**config.mk**
```make
export PLATFORM = sky130hd
export DESIGN_NAME = monster_spawner
export DESIGN_NICKNAME = d
export VERILOG_FILES = /design/src/rtl/monster_spawner.sv
export SDC_FILE = /design/constraint.sdc
export NUM_CORES = 1
export LEC_CHECK = 0
export BUFFER_PORTS_ARGS = -buffer_cell sky130_fd_sc_hd__buf_2
export CAP_MARGIN = 25
export CORE_MARGIN = 2
export CORE_UTILIZATION = 30
export CTS_CLUSTER_DIAMETER = 120
export DETAILED_ROUTE_END_ITERATION = 10
export PLACE_DENSITY_LB_ADDON = 0.1
export RECOVER_POWER = 25
export SYNTH_ARGS = -nofsm -noshare
export SYNTH_HDL_FRONTEND = slang
export SYNTH_SLANG_ARGS = --single-unit
```
**constraint.sdc**
```tcl
create_clock -name Clk -period 6.15 [get_ports Clk]
set_input_delay 0.615 -clock Clk [delete_from_list [all_inputs] [get_ports Clk]]
set_output_delay 0.615 -clock Clk [all_outputs]
set_load 0.01 [all_outputs]
```
**src/rtl/monster_spawner.sv**
```systemverilog
// Monster spawn sequencer: game phase FSM, two lane FSMs with LFSR-driven spawn delays,
// kill detection from the block controller's visibility feedback, and saturating score.
module monster_spawner #(
    parameter int         MIN_DELAY     = 32,
    parameter int         ATTACK_CYCLES = 200,
    parameter logic [7:0] LFSR_SEED     = 8'hA5
) (
    input  logic       Clk,
    input  logic       Reset_n,
    input  logic       start,
    input  logic       top_monster_vga,
    input  logic       btm_monster_vga,
    output logic       top_monster_ctrl,
    output logic       btm_monster_ctrl,
    output logic       top_broken,
    output logic       btm_broken,
    output logic [7:0] score,
    output logic       game_over
);
    typedef enum logic [1:0] {PH_IDLE, PH_PLAY, PH_OVER} phase_t;
    typedef enum logic [1:0] {LN_OFF, LN_WAIT, LN_ALIVE, LN_BROKEN} lane_t;

    localparam int TOP = 0;
    localparam int BTM = 1;

    phase_t          phase, phase_next;
    lane_t           lane      [2];
    lane_t           lane_next [2];
    logic [1:0][6:0] wait_cnt, wait_next, delay;
    logic [1:0][7:0] age, age_next;
    logic [1:0]      vga, vga_prev, ctrl_reg, kill_now, broken;
    logic [7:0]      lfsr, lfsr_next, score_next;
    logic [8:0]      score_sum;
    logic [5:0]      top_rnd, btm_rnd;
    logic            start_game;

    assign vga        = {btm_monster_vga, top_monster_vga};
    assign start_game = start && (phase != PH_PLAY);

    always_comb begin
        for (int i = 0; i < 2; i++) begin
            ctrl_reg[i] = (lane[i] == LN_ALIVE);
            broken[i]   = (lane[i] == LN_BROKEN);
        end
    end

    // A falling visibility flag while requested is a hit; gating ctrl here keeps the
    // block controller from re-sampling a stale request on the next edge.
    assign kill_now         = ctrl_reg & vga_prev & ~vga;
    assign top_monster_ctrl = ctrl_reg[TOP] & ~kill_now[TOP];
    assign btm_monster_ctrl = ctrl_reg[BTM] & ~kill_now[BTM];
    assign top_broken       = broken[TOP];
    assign btm_broken       = broken[BTM];
    assign game_over        = (phase == PH_OVER);

    // A game start samples the seed even though the register may still hold an old value.
    assign top_rnd    = start_game ? LFSR_SEED[5:0] : lfsr[5:0];
    assign btm_rnd    = start_game ? {LFSR_SEED[2:0], LFSR_SEED[7:5]} : {lfsr[2:0], lfsr[7:5]};
    assign delay[TOP] = 7'(MIN_DELAY) + {1'b0, top_rnd};
    assign delay[BTM] = 7'(MIN_DELAY) + {1'b0, btm_rnd};

    always_comb begin
        // NOTE: every output of a combinational block gets a default first so no path leaves it unassigned, which would infer a latch.
        phase_next = phase;
        case (phase)
            PH_IDLE: if (start) phase_next = PH_PLAY;
            PH_PLAY: if (&broken) phase_next = PH_OVER;
            PH_OVER: if (start) phase_next = PH_PLAY;
            default: phase_next = PH_IDLE;
        endcase
    end

    always_comb begin
        lfsr_next = lfsr;
        if (start_game)
            lfsr_next = LFSR_SEED;
        else if (phase == PH_PLAY)
            lfsr_next = {lfsr[6:0], lfsr[7] ^ lfsr[5] ^ lfsr[4] ^ lfsr[3]};

        score_sum  = {1'b0, score} + 9'(kill_now[TOP]) + 9'(kill_now[BTM]);
        score_next = score_sum[8] ? 8'hFF : score_sum[7:0];
        if (start_game)
            score_next = '0;
    end

    always_comb begin
        for (int i = 0; i < 2; i++) begin
            lane_next[i] = lane[i];
            wait_next[i] = wait_cnt[i];
            age_next[i]  = age[i];
            if (start_game) begin
                lane_next[i] = LN_WAIT;
                wait_next[i] = delay[i];
                age_next[i]  = '0;
            end else if (phase == PH_PLAY) begin
                case (lane[i])
                    LN_WAIT: begin
                        if (wait_cnt[i] == 7'd1) begin
                            lane_next[i] = LN_ALIVE;
                            age_next[i]  = 8'd1;
                        end else begin
                            wait_next[i] = wait_cnt[i] - 7'd1;
                        end
                    end
                    LN_ALIVE: begin
                        // A hit on the timeout edge still counts as a kill.
                        if (kill_now[i]) begin
                            lane_next[i] = LN_WAIT;
                            wait_next[i] = delay[i];
                        end else if (age[i] == 8'(ATTACK_CYCLES)) begin
                            lane_next[i] = LN_BROKEN;
                        end else begin
                            age_next[i] = age[i] + 8'd1;
                        end
                    end
                    default: ;
                endcase
            end
        end
    end

    // NOTE: sequential state uses non-blocking assignments so every register samples pre-edge values.
    always_ff @(posedge Clk or negedge Reset_n) begin
        if (!Reset_n) begin
            phase    <= PH_IDLE;
            lfsr     <= LFSR_SEED;
            score    <= '0;
            vga_prev <= '0;
            wait_cnt <= '0;
            age      <= '0;
            for (int i = 0; i < 2; i++)
                lane[i] <= LN_OFF;
        end else begin
            phase    <= phase_next;
            lfsr     <= lfsr_next;
            score    <= score_next;
            vga_prev <= vga;
            wait_cnt <= wait_next;
            age      <= age_next;
            for (int i = 0; i < 2; i++)
                lane[i] <= lane_next[i];
        end
    end

endmodule

```
Word-level counts from Yosys, hierarchy flattened
Cells that the tools add are included.
Cells by class
  reduce and logical (&&, ||, !) cells: 14
  divide/modulo/power cells: 0
  muxes and demuxes: 43
  bitwise logic cells: 10
  shift operators: 0
  multipliers: 0
  $lt $le $gt $ge: 0
  add/subtract/negate cells: 8
  equal/unequal tests: 27
Operators with widths (number)
  $mux W8: 14
  $mux W7: 8
  $pmux W8 S2: 2
  $pmux W7 S2: 2
  $mux W2: 12
  $ne A3 B3 Y1 const B: 6
  $add A8 B1 Y8 const B: 2
  $eq A8 B8 Y1 const B: 2
  $reduce_and A4 Y1: 4
  $add A6 B6 Y7 const A: 2
  $eq A7 B1 Y1 const B: 2
  $sub A7 B1 Y7 const B: 2
  $mux W6: 2
  $pmux W2 S2: 3
  $eq A2 B2 Y1 const B: 5
  $reduce_and A5 Y1: 2
  $add A8 B1 Y9: 1
  $add A9 B1 Y9: 1
  $ne A4 B1 Y1 const B: 2
  $eq A2 B1 Y1 const B: 3
  $ne A3 B1 Y1 const B: 2
  $ne A3 B2 Y1 const B: 2
  $reduce_bool A3 Y1: 2
  $and A2 B2 Y2: 2
  11 further kinds: 17
Word-level totals
  bits in registers: 54
  RAM bits: 0
  output and inout port bits: 13
  memories kept: 0
  latch bits: 0
  memory bits (read-only): 0

Logic depth before layout (Yosys ltp)
  word-level depth: 8
  mapped depth: 9

Worst setup path after synthesis
Ideal clock, no wire load.
  path type: in2reg
  start: in btm_monster_vga
  end: reg score[0]
  required time: 6072 ps
  path slack: 3745 ps
  arrival time: 2326 ps
  path buffers: 0
  stages on the path: 8
  path through: nand2b_1 nor2_1 inv_1 fa_1 and4b_1 and3_1 nand3_1 a21oi_1
Between the ends
  cells in the longest elaborated chain, start to end: 5
Ends and longest elaborated chain
  start: declaration: line 12  | input logic btm_monster_vga,
  $not A2 Y2: line 49  | assign kill_now = ctrl_reg & vga_prev & ~vga;
  $and A2 B2 Y2: line 49
  $add A9 B1 Y9: line 80  | score_sum = {1'b0, score} + 9'(kill_now[TOP]) + 9'(kill_now[BTM]);
  $mux W8: line 81  | score_next = score_sum[8] ? 8'hFF : score_sum[7:0];
  $mux W8: line 82  | if (start_game)
  via score_next[0]: line 32  | logic [7:0] lfsr, lfsr_next, score_next;
  end signal: assignment: line 136  | score <= score_next;
  end: declaration: line 17  | output logic [7:0] score,
The timed path passes the listed nets, and every way through them passes these cells.
A chain may end at the register's enable or synchronous reset.

==> results.ini <==
[setup_path]
end_kind=async pin
crit_path_start_kind=input pin
cp_max_fo=54
r2r_cells=8
cp.required_ns=5.92
slowest_delay_ns=2.11
path_cells=buf_2 > clkbuf_1
cp.depth=2
cp.buffers_inverters=2
cp_slowest_cell=clkbuf_1
cp_data_arrival_time_ns=2.83
cp_top_family=buffers and inverters
path_class=in2async

[clock_tree]
clkSlewWorstSetupHoldPaths_ns=0.10
cts_resized=0
root_buffer=clkbuf_8
clock_latency_ns=0.31
clk_path_buf_depth=2
cts_hold_buffers=0
cts_sinks=54
post_cts_buffers=0
numCtsBuffers=5
htree_num_levels=2
cts_tree=yes

[floorplan]
dieHeight_um=107.4
rows=37
initial_utilization=0.3094
die-area_mm2=0.01154
core_mm2=0.01037
chipWidth_um=107.4
pin_count=18

[timing]
fin_setup_tns_ns=0
period_share=0.4984
finalMaxSlewViolations=55
setup_slack_ns=3.085
rsz0062_at_grt=false
worstMarginPinSlew_ns=2.998
timing.fmax_ghz=0.3262
maxSlewHeadroom=-0.9985
finalCriticalPeriod_ns=3.065
setup_viol=0
hold_viol=0
skew_ns=0.01707

[logic_synthesis]
syn_inst=344
ys_seq_elements=54
ys.flop_type=dfrtp_1
syn_avg_cell_area_um2=9.326
netlist_area_mm2=0.003208
syn-num-nets=358
seq_area_frac_synth=0.4228
async_reset_ff_frac=1.000
synth_cell_types=62
ys_warn_count=0
synth_edf_count=0

[power_and_ir_drop]
clockPowerShare=0.149
p_comb_frac=0.496
power_uw=1698
p_switching_uw=765.9
power.density_mw_per_mm2=480.6
p_int_uw=931.7
swShare=0.4512
ir_drop_mv=0.1942
seqPwrFrac=0.355
p_leak_uw=0.001425

[global_route]
grt_overflow=0
track_usage=0.1497
grt_pass1_vias=2632
grt_max_degree=55
grt_pass1_wl_um=13890
antenna_found_initial=0

[hold_path]
min_path_cells=1
hold_class=in2reg

[placement]
place_congestion=0.8041
pre_cts_ws_ns=3.308
io_buffers=17
dp_cells=487
dpl.hpwl_um=5643

[drt]
postRouteWirelength_um=8043
postRouteAntennaNets=0
drtPass1Iterations=4
post_drt_wl_per_cell_um=16.25
dr_total_vias=2683
drc=0
drt-initial-drc-count=153
post_drt_via_cell_ratio=5.420

[run]
drv_cap=1

[cells_and_area]
final_cell_mix=dfrtp_1, nand2_1, inv_1, o21ai_0, nor2_1
fillers=1123
drive_gt1_frac=0.1226
n_antenna_cell=0
area_delta_synth_final_pct=10.10
post_layout_nonfiller_instances=495
multi_input_area_mm2=0.001687
final_common_cell=dfrtp_1
finalNetCount=372
seq_area_mm2=0.001356

[status]
violations=max-capacitance violations, max-slew violations
status=complete, but fails checks

==> power groups by stage <==
stage	Clock (µW)	Sequential (µW)	Combinational, µW
floorplan	0	571	663
global placement	0	608	853
detailed placement	0	608	843
CTS	268	602	849
global route	278	623	943
finish	253	602	843
==> cells in the mapped netlist, types with 6 or more instances <==
cell type   n  area share
nor2_1     17       0.020
clkbuf_1    9       0.011
nor3_1      6      0.0094
o21ai_0    21       0.033
dfrtp_1    50        0.39
o22ai_1     7       0.014
a21oi_1    15       0.023
nand3_1    13       0.020
a211oi_1   13       0.030
nor2b_1     9       0.018
inv_1      23       0.027
a31oi_1    13       0.025
nand2_1    31       0.036
ha_1        8       0.031
nand2b_1    9       0.018
==> kinds of logic (layout without fill, tap and decap cells) <==
family                   after synthesis  count (layout)  synth area share
XOR/XNOR                               6               6           0.01638
buffers and inverters                 38              53           0.05148
AO/OA/AOI/OAI                        118             118            0.2699
multiplexers                           3               3          0.009361
adder cells (fa/ha/maj)                9               9           0.03744
AND/OR/NAND/NOR                      116             116            0.1927
flip-flops                            54              54            0.4228
==> sequential cells by signal, indices dropped and copies added, names as in the netlist <==
| signal | cells |
|---|---|
| age | 16 |
| wait_cnt | 14 |
| lfsr | 8 |
| score | 8 |
| lane | 4 |
| phase | 2 |
| vga_prev | 2 |
==> layout make-up <==
class	instances	share of cell area
tap	136	0.04818
sequential	54	0.3840
clock inverter	3	0.01346
inverter	23	0.02444
timing repair buffer	22	0.03294
multi-input combinational	252	0.4775
clock buffer	5	0.01948
==> metal layers <==
| metal | wire, µm | share of wire | global-route usage |
|---|---|---|---|
| met1 | 4014 | 0.50 | 0.2211 |
| met2 | 3656 | 0.45 | 0.2274 |
| met3 | 266 | 0.033 | 0.02361 |
| met4 | 105 | 0.013 | 0.03938 |
| met5 | 0 | 0 | 0 |
==> through the flow <==
| step | instance area, µm² | utilization | hold WS (ns) |
|---|---|---|---|
| floorplan | 3208 | - | 0.3194 |
| global placement | 3422 | 0.3300 | 0.4906 |
| detailed placement | 3422 | 0.3300 | 0.4827 |
| CTS | 3538 | 0.3412 | 0.4262 |
| global route | 3532 | 0.3406 | 0.4398 |
| finish | 3532 | 0.3406 | 0.4518 |
==> path summary, 6_finish.rpt <==
path	to	slack [ns]	from
max	age[11]	3.08	Reset_n
min	vga_prev[0]	0.45	top_monster_vga
min in group asynchronous	score[2]	1.36	Reset_n
max reg2reg	score[5]	3.36	lane[0]
max in group Clk	score[5]	3.36	lane[0]
min reg2reg	age[7]	0.50	age[7]
Note: power is estimated with default switching activity, not from simulation.
